--- src/rtl/usbfs_link_ctrl.sv ---
// usbfs_link_ctrl: USB full-speed device link-state controller.
// Optional remote wakeup is built in when USBFS_REMOTE_WAKEUP_EN is defined.

module usbfs_link_ctrl #(
    parameter int unsigned CLK_FREQ_HZ = 60000000,
    parameter int unsigned CONNECT_MS  = 1000,
    parameter int unsigned RESET_US    = 5,
    parameter int unsigned SUSPEND_MS  = 3,
    parameter int unsigned WAKEUP_MS   = 2
) (
    input  logic       clk,
    input  logic       rst,
    input  logic       soft_connect,
    input  logic       usb_dp_rx,
    input  logic       usb_dn_rx,
    output logic       usb_dp_pull,
    output logic       usb_rstn,
    output logic       bus_reset,
    output logic       suspend,
    output logic [1:0] line_state,
    input  logic       wakeup_req,
    output logic       wk_oe,
    output logic       wk_dp,
    output logic       wk_dn
);

    typedef enum logic [2:0] {
        S_DISC,
        S_CONN_WAIT,
        S_ATTACHED,
        S_ACTIVE,
        S_BUS_RESET,
        S_SUSPENDED,
        S_RESUME,
        S_WAKEUP
    } state_t;

    function automatic logic [31:0] f_sat(input longint unsigned v);
        logic [63:0] t;
        t = v;
        f_sat = (t > 64'h0000_0000_FFFF_FFFF) ? 32'hFFFF_FFFF : t[31:0];
    endfunction

    function automatic logic [31:0] f_inc(input logic [31:0] v);
        f_inc = (v == 32'hFFFF_FFFF) ? v : v + 32'd1;
    endfunction

    function automatic logic f_reached(input logic [31:0] cnt,
                                       input logic [31:0] lim);
        f_reached = ({1'b0, cnt} + 33'd1) >= {1'b0, lim};
    endfunction

    localparam longint unsigned L_PER_MS = 64'(CLK_FREQ_HZ / 1000);
    localparam longint unsigned L_PER_US = 64'(CLK_FREQ_HZ / 1000000);

    localparam logic [31:0] C_CONNECT = f_sat(L_PER_MS * 64'(CONNECT_MS));
    localparam logic [31:0] C_RESET   = f_sat(L_PER_US * 64'(RESET_US));
    localparam logic [31:0] C_SUSPEND = f_sat(L_PER_MS * 64'(SUSPEND_MS));

`ifdef USBFS_REMOTE_WAKEUP_EN
    localparam logic [31:0] C_WAKEUP  = f_sat(L_PER_MS * 64'(WAKEUP_MS));
    localparam logic [31:0] C_WK_MIN  = f_sat(L_PER_MS * 64'd5);
`endif

    localparam logic [1:0] L_SE0 = 2'b00;
    localparam logic [1:0] L_K   = 2'b01;
    localparam logic [1:0] L_J   = 2'b10;

    state_t      r_state;
    state_t      w_next;
    logic        r_dp_s1;
    logic        r_dp_s2;
    logic        r_dn_s1;
    logic        r_dn_s2;
    logic [31:0] r_cnt;
    logic [31:0] r_se0_cnt;
    logic [31:0] r_j_cnt;
    logic        r_bus_reset;

    logic [1:0]  w_line;
    logic        w_line_se0;
    logic        w_line_j;
    logic        w_line_k;
    logic        w_conn_done;
    logic        w_se0_done;
    logic        w_j_done;

`ifdef USBFS_REMOTE_WAKEUP_EN
    logic        w_wk_done;
    logic        w_wk_allowed;
`endif

    // Two-flop synchroniser for the asynchronous pad levels.
    always_ff @(posedge clk) begin
        if (rst) begin
            r_dp_s1 <= 1'b0;
            r_dp_s2 <= 1'b0;
            r_dn_s1 <= 1'b0;
            r_dn_s2 <= 1'b0;
        end else begin
            r_dp_s1 <= usb_dp_rx;
            r_dp_s2 <= r_dp_s1;
            r_dn_s1 <= usb_dn_rx;
            r_dn_s2 <= r_dn_s1;
        end
    end

    assign w_line     = {r_dp_s2, r_dn_s2};
    assign line_state = w_line;
    assign w_line_se0 = (w_line == L_SE0);
    assign w_line_j   = (w_line == L_J);
    assign w_line_k   = (w_line == L_K);

    // A run is complete on the cycle that would make it the N-th in a row.
    assign w_conn_done = f_reached(r_cnt, C_CONNECT);
    assign w_se0_done  = w_line_se0 && f_reached(r_se0_cnt, C_RESET);
    assign w_j_done    = w_line_j && f_reached(r_j_cnt, C_SUSPEND);

`ifdef USBFS_REMOTE_WAKEUP_EN
    assign w_wk_done    = f_reached(r_cnt, C_WAKEUP);
    assign w_wk_allowed = ({1'b0, r_cnt} >= {1'b0, C_WK_MIN});
`endif

    // State register; reset and detach both land in DISCONNECTED.
    always_ff @(posedge clk) begin
        if (rst) begin
            r_state <= S_DISC;
        end else begin
            r_state <= w_next;
        end
    end

    // Next-state logic; a dropped soft_connect overrides everything.
    always_comb begin
        w_next = r_state;
        if (!soft_connect) begin
            w_next = S_DISC;
        end else begin
            unique case (r_state)
                S_DISC: begin
                    w_next = S_CONN_WAIT;
                end
                S_CONN_WAIT: begin
                    if (w_conn_done) w_next = S_ATTACHED;
                end
                S_ATTACHED: begin
                    if (w_line_j || w_line_k) w_next = S_ACTIVE;
                end
                S_ACTIVE: begin
                    if (w_se0_done) w_next = S_BUS_RESET;
                    else if (w_j_done) w_next = S_SUSPENDED;
                end
                S_BUS_RESET: begin
                    if (w_line_j || w_line_k) w_next = S_ACTIVE;
                end
                S_SUSPENDED: begin
                    if (w_line_k) w_next = S_RESUME;
                    else if (w_se0_done) w_next = S_BUS_RESET;
`ifdef USBFS_REMOTE_WAKEUP_EN
                    else if (wakeup_req && w_wk_allowed) w_next = S_WAKEUP;
`endif
                end
                S_RESUME: begin
                    if (!w_line_k) w_next = S_ACTIVE;
                end
`ifdef USBFS_REMOTE_WAKEUP_EN
                S_WAKEUP: begin
                    if (w_wk_done) w_next = S_RESUME;
                end
`endif
                default: begin
                    w_next = S_DISC;
                end
            endcase
        end
    end

    // Dwell and line-run counters; all restart whenever the state moves.
    always_ff @(posedge clk) begin
        if (rst) begin
            r_cnt     <= 32'd0;
            r_se0_cnt <= 32'd0;
            r_j_cnt   <= 32'd0;
        end else if (w_next != r_state) begin
            r_cnt     <= 32'd0;
            r_se0_cnt <= 32'd0;
            r_j_cnt   <= 32'd0;
        end else begin
            r_cnt     <= f_inc(r_cnt);
            r_se0_cnt <= w_line_se0 ? f_inc(r_se0_cnt) : 32'd0;
            r_j_cnt   <= w_line_j ? f_inc(r_j_cnt) : 32'd0;
        end
    end

    // Single-cycle pulse aligned with the first cycle spent in BUS_RESET.
    always_ff @(posedge clk) begin
        if (rst) begin
            r_bus_reset <= 1'b0;
        end else begin
            r_bus_reset <= (w_next == S_BUS_RESET) &&
                           (r_state != S_BUS_RESET);
        end
    end

    assign bus_reset = r_bus_reset;

    // Moore outputs decoded from the current state.
    always_comb begin
        usb_dp_pull = 1'b0;
        usb_rstn    = 1'b0;
        suspend     = 1'b0;
        unique case (r_state)
            S_DISC, S_CONN_WAIT: begin
                usb_dp_pull = 1'b0;
            end
            S_ATTACHED, S_BUS_RESET: begin
                usb_dp_pull = 1'b1;
            end
            S_ACTIVE: begin
                usb_dp_pull = 1'b1;
                usb_rstn    = 1'b1;
            end
            S_SUSPENDED, S_RESUME, S_WAKEUP: begin
                usb_dp_pull = 1'b1;
                usb_rstn    = 1'b1;
                suspend     = 1'b1;
            end
            default: begin
                usb_dp_pull = 1'b0;
            end
        endcase
    end

`ifdef USBFS_REMOTE_WAKEUP_EN
    assign wk_oe = (r_state == S_WAKEUP);
    assign wk_dp = 1'b0;
    assign wk_dn = (r_state == S_WAKEUP);
`else
    logic w_unused_wakeup;
    assign w_unused_wakeup = wakeup_req;
    assign wk_oe = 1'b0;
    assign wk_dp = 1'b0;
    assign wk_dn = 1'b0;
`endif

endmodule

--- config.mk ---
export PLATFORM = sky130hd
export DESIGN_NAME = usbfs_link_ctrl
export DESIGN_NICKNAME = d
export VERILOG_FILES = /design/src/rtl/usbfs_link_ctrl.sv
export SDC_FILE = /design/constraint.sdc
export NUM_CORES = 1
export LEC_CHECK = 0
export CORE_AREA = 2 2 112 114
export DETAILED_ROUTE_END_ITERATION = 16
export DIE_AREA = 0 0 114 116
export PLACE_DENSITY = 0.73
export SLEW_MARGIN = 20
export SYNTH_ARGS = -nofsm -noshare
export SYNTH_HDL_FRONTEND = slang
export SYNTH_SLANG_ARGS = --single-unit
--- constraint.sdc ---
create_clock -name clk -period 4.9 [get_ports clk]
set_clock_uncertainty 0.2 [all_clocks]
set_input_delay 0.98 -clock clk [delete_from_list [all_inputs] [get_ports clk]]
set_output_delay 0.98 -clock clk [all_outputs]
set_load 0.05 [all_outputs]
==> flow_summary.json, run 1 <==
{
  "endpoint_kind": "register",
  "drc": 0,
  "crit_path_top_delay_cell": "or4_4",
  "finalHoldViolations": 0,
  "synthFlopType": "dfxtp_1",
  "finalMaxSlewViolations": 0,
  "dieArea_um2": 13200,
  "clkLatencyLatePin_ps": 360,
  "postSynthRegisterBits": 104,
  "die_w_um": 114,
  "drt_wl_total_um": 14500,
  "ctsResizeCount": 0,
  "cts.sinks": 104,
  "slew_headroom": 0.368,
  "reg2reg_to": "r_se0_cnt[29]",
  "final_core_util": 0.583,
  "final_cells": 917,
  "hold_end": "r_dn_s2",
  "timing.rr.start": "r_se0_cnt[0]",
  "hold-worst-slack_ps": 243,
  "drive_above_1_share": 0.108,
  "r2r_slack_ps": 700,
  "grt-ovfl-total": 0,
  "fmax_mhz": 238,
  "placed_area_um2": 6610,
  "die_h_um": 116,
  "fp-row-count": 40,
  "crit_type": "register to register",
  "drt_pass1_iterations": 4,
  "hold_class": "register to register",
  "htreeDepth": 3,
  "clockBufferDepth": 2,
  "whs_path_depth": 1,
  "numCtsBuffers": 9,
  "cp_max_fo": 16,
  "rr_worst_depth": 12,
  "cts_root_buffer": "clkbuf_16",
  "track_usage": 0.228,
  "port_buffers": 10,
  "drt_iter0_markers": 351,
  "seq_area_frac_synth": 0.319,
  "cp_slowest_stage_delay_ps": 550,
  "final_antenna_net_count": 0,
  "powerDensity_nw_per_um2": 250,
  "cp_cell_sequence": "ha_1, and3_1, nand2_1, a21o_1, a221o_1, or4_4, o41ai_4, a32oi_2, a221oi_4, nand3_4, buf_4, a211oi_1",
  "final_area_um2": 6950,
  "synth_area_um2": 6530,
  "setup_viol": 0,
  "diodes": 0,
  "ios": 15,
  "most-common-layout-cells": "dfxtp_1 (104), nand2_1 (71), nand3_1 (51), nor2_1 (50), xnor2_1 (48)",
  "setup_ws_ps": 701,
  "vias_per_cell": 6.15,
  "synth_edf_count": 0,
  "gp_congestion": 0.875,
  "rsz0062_at_grt": "no",
  "pre_cts_slack_ps": 746,
  "dpl.hpwl_um": 9950,
  "crit_required_ps": 4970,
  "finalSetupTns_ps": 0,
  "synthArstFlopShare": 0,
  "initial_core_util": 0.548,
  "area_delta_synth_final_pct": 6.48,
  "cts-hold-fix-buffers": 0,
  "grt_max_degree": 35,
  "arrival_ps": 4270,
  "dp_cells": 901,
  "finalCritPeriodShare": 0.857,
  "cap_viol_max_count": 0,
  "via_count": 5640,
  "synth.distinct_cells": 72,
  "holdCritStartpoint": "r_dn_s1",
  "critPathLaunchType": "register",
  "status": "complete, no violations",
  "min_period_ps": 4200,
  "ir_worst_vdd_mv": 0.224,
  "synth_area_per_cell_um2": 8.26,
  "clkTransAtPathRegs_ps": 70,
  "coreArea_um2": 11900,
  "postCtsSetupBuffers": 0,
  "wl_per_cell_um": 15.8,
  "cts_tree": "done",
  "synthCells": 790,
  "fin_nets": 779,
  "worst_slew_pin_slew_ps": 945,
  "finalPower_mw": 1.73,
  "grt_pass1_vias": 5384,
  "grt_antenna_before_repair": 0,
  "grt_pass1_wl_um": 24800,
  "yosys_warnings": 0,
  "p_leak_nw": 2.52,
  "final_common_cell": "dfxtp_1"
}
[kinds of logic (layout without fill, tap and decap cells)]
group                      after synthesis  in the layout  synth area share
AOI/OAI and AO/OA                      143            143             0.173
and+or+nand+nor                        353            353             0.295
DFF                                    104            104             0.319
xor gates and xnor gates                87             87             0.117
muxes                                   14             14            0.0222
buffers and inverters                   79             57            0.0558
other                                    1              3          0.000575
adders and majority gates                9              9            0.0169
[critical path: cells and delay by family (launching register included)]
family	cells	cell delay, ps
AO/OA/AOI/OAI	6	1530
adder cells (fa/ha/maj)	1	300
buffers and inverters	1	280
flip-flops	1	480
AND/OR/NAND/NOR	4	1310
[state kept, by name, indices dropped and copies added (netlist names)]
signal,cells
bus_reset,1
r_cnt,32
r_dn_s1,1
r_dn_s2,1
r_dp_s1,1
r_dp_s2,1
r_j_cnt,32
r_se0_cnt,32
r_state,3
[how the worst max path moves through the flow]
stage            startpoint       endpoint  slack [ps]
6_report       r_se0_cnt[0]  r_se0_cnt[29]         700
5_1_grt        r_se0_cnt[0]  r_se0_cnt[29]         450
4_1_cts        r_se0_cnt[0]  r_se0_cnt[29]         710
3_5_place_dp   r_se0_cnt[0]  r_se0_cnt[29]         750
3_3_place_gp   r_se0_cnt[0]  r_se0_cnt[29]         890
2_1_floorplan      r_cnt[0]    r_j_cnt[29]        1280
[Yosys cell counts, drive strengths merged (5+ instances only)]
cell,n,area share
dfxtp,104,0.32
nand2,71,0.041
nand3,55,0.046
nor2,51,0.030
xnor2,48,0.064
and3,47,0.046
a21oi,40,0.031
xor2,39,0.052
clkbuf,32,0.018
nor3,31,0.026
a211oi,30,0.054
nand4,30,0.030
buf,26,0.025
inv,21,0.012
o21ai,16,0.012
nor4,14,0.015
a31oi,11,0.011
and4,10,0.013
mux2i,10,0.015
nor2b,9,0.0086
and2,8,0.0077
ha,8,0.015
o211ai,6,0.0069
or2,6,0.0058
o22ai,5,0.0048
o31ai,5,0.0058
or3,5,0.0048
or4,5,0.0063
[per-layer routing]
layer  wire (µm)  global-route usage
met1        6630               0.286
met2        7050               0.387
met3         584              0.0518
met4         206              0.0854
met5           0                   0
[layout make-up]
class                      count  area, µm²
timing repair buffer          20        175
clock inverter                 6       96.3
tap                          147        184
inverter                      21       78.8
sequential                   104       2080
fill                        1055       4960
clock buffer                  10        239
multi-input combinational    609       4090
[report_power, final]
part	switching [mW]	internal, mW	total [mW]	leakage (nW)
clock network	0.338	0.469	0.807	0.162
registers	0.00748	0.849	0.857	0.839
logic	0.0514	0.0196	0.0710	1.52
total	0.397	1.34	1.73	2.52
Note: power is estimated with default switching activity, not from simulation.
==> run 2, diff against run 1 <==
REMOVE_ABC_BUFFERS = 1   (was not set)
SLEW_MARGIN = not set   (was 20)
==> flow_summary.json, run 2 (synthesis gave the netlist of run 1 again) <==
{
  "cpLargestDelayFamily": "compound AO/OA/AOI/OAI gates",
  "drive_above_1_share": 0.104,
  "crit_type": "register to register",
  "cts_tree": "done",
  "arrival_ps": 4330,
  "whs_path_depth": 1,
  "p_leak_nw": 2.49,
  "endpoint_kind": "register",
  "wl_per_cell_um": 15.6,
  "fp-row-count": 40,
  "crit_path_top_delay_cell": "or4_4",
  "cp_max_fo": 41,
  "dpl.hpwl_um": 9670,
  "reg2reg_to": "r_se0_cnt[23]",
  "status": "complete, no violations",
  "hold-worst-slack_ps": 243,
  "postCtsSetupBuffers": 0,
  "dieArea_um2": 13200,
  "diodes": 0,
  "grt-ovfl-total": 0,
  "finalSetupTns_ps": 0,
  "cts.sinks": 104,
  "die_h_um": 116,
  "drc": 0,
  "fin_nets": 778,
  "worst_slew_pin_slew_ps": 940,
  "slew_headroom": 0.372,
  "cp_slowest_stage_delay_ps": 540,
  "htreeDepth": 3,
  "cp.buffers_inverters": 1,
  "vias_per_cell": 6.12,
  "cts_root_buffer": "clkbuf_16",
  "hold_class": "register to register",
  "port_buffers": 10,
  "setup_viol": 0,
  "final_common_cell": "dfxtp_1",
  "r2r_slack_ps": 640,
  "timing.rr.start": "r_se0_cnt[0]",
  "clockBufferDepth": 2,
  "critPathLaunchType": "register",
  "ios": 15,
  "area_delta_synth_final_pct": 5.50,
  "finalMaxSlewViolations": 0,
  "numCtsBuffers": 9,
  "placed_area_um2": 6620,
  "rsz0062_at_grt": "no",
  "drt_iter0_markers": 415,
  "final_cells": 916,
  "cp.depth": 12,
  "clkTransAtPathRegs_ps": 60,
  "ir_worst_vdd_mv": 0.188,
  "initial_core_util": 0.548,
  "finalHoldViolations": 0,
  "final_antenna_net_count": 0,
  "fmax_mhz": 235,
  "coreArea_um2": 11900,
  "min_period_ps": 4260,
  "drt_wl_total_um": 14300,
  "clkLatencyLatePin_ps": 350,
  "powerDensity_nw_per_um2": 232,
  "track_usage": 0.226,
  "cap_viol_max_count": 0,
  "cts-hold-fix-buffers": 0,
  "grt_antenna_before_repair": 0,
  "most-common-layout-cells": "dfxtp_1 (104), nand2_1 (71), nand3_1 (51), nor2_1 (50), xnor2_1 (48)",
  "startpoint": "r_se0_cnt[0]",
  "grt_pass1_vias": 5305,
  "cp_cell_sequence": "ha_1, and3_1, nand2_1, a21o_1, a221o_1, or4_4, o41ai_4, a32oi_2, a221oi_4, nand3_4, buf_12, a211oi_2",
  "rr_worst_depth": 12,
  "ctsResizeCount": 0,
  "finalCritPeriodShare": 0.869,
  "grt_pass1_wl_um": 24700,
  "drt_pass1_iterations": 6,
  "final_area_um2": 6880,
  "via_count": 5604,
  "dp_cells": 900,
  "gp_congestion": 0.892,
  "crit_required_ps": 4970,
  "grt_max_degree": 42,
  "endpoint": "r_se0_cnt[23]",
  "largestRegisters": "r_cnt x32, r_j_cnt x32, r_se0_cnt x32",
  "die_w_um": 114
}
-- run 2: metrics by stage --
stage                     setup slack (ps)  utilization  total power, mW
after floorplan                        829            -            0.923
after global placement                 780        0.556            0.947
after detailed placement               653        0.556            0.949
after CTS                              624        0.578             1.61
after global routing                   403        0.578             1.65
final                                  643        0.578             1.60
-- run 2: layout make-up --
class                           count  area [µm²]
Multi-Input combinational cell    609        4090
Clock buffer                       12         246
Sequential cell                   104        2080
Clock inverter                      4        20.0
Timing Repair Buffer               19         180
Inverter                           21        78.8
Tap cell                          147         184
Fill cell                        1059        5030
-- run 2: metal layers --
metal,global-route usage,vias up,routed length [µm],part of all wire
li1,-,2792,-,-
met1,0.295,2654,6660,0.47
met2,0.375,137,6780,0.48
met3,0.0455,21,605,0.042
met4,0.0756,0,212,0.015
met5,0,-,0,0
-- run 2: worst register-to-register path, stage by stage (launching register included) --
cell,delay (ps)
dfxtp_1,470
ha_1,300
and3_1,300
nand2_1,180
a21o_1,220
a221o_1,280
or4_4,540
o41ai_4,310
a32oi_2,130
a221oi_4,320
nand3_4,390
buf_12,330
a211oi_2,220
-- run 2: how the worst min path moves through the flow --
stage          startpoint       to  slack, ps
6_report          r_dp_s1  r_dp_s2        240
3_3_place_gp      r_dn_s1  r_dn_s2        230
3_5_place_dp      r_dp_s1  r_dp_s2        230
4_1_cts           r_dp_s1  r_dp_s2        250
2_1_floorplan     r_dn_s1  r_dn_s2        210
5_1_grt           r_dp_s1  r_dp_s2        260
-- run 2: where the power goes --
group	switching, mW	internal, mW	total (mW)
Clock	0.311	0.355	0.667
Combinational	0.0534	0.0199	0.0734
Sequential	0.00764	0.850	0.857
==> run 3, diff against run 2 <==
REMOVE_ABC_BUFFERS = not set   (was 1)
==> results of run 3 <==
Final layout, timing and power as in run 1 (identical DEF).
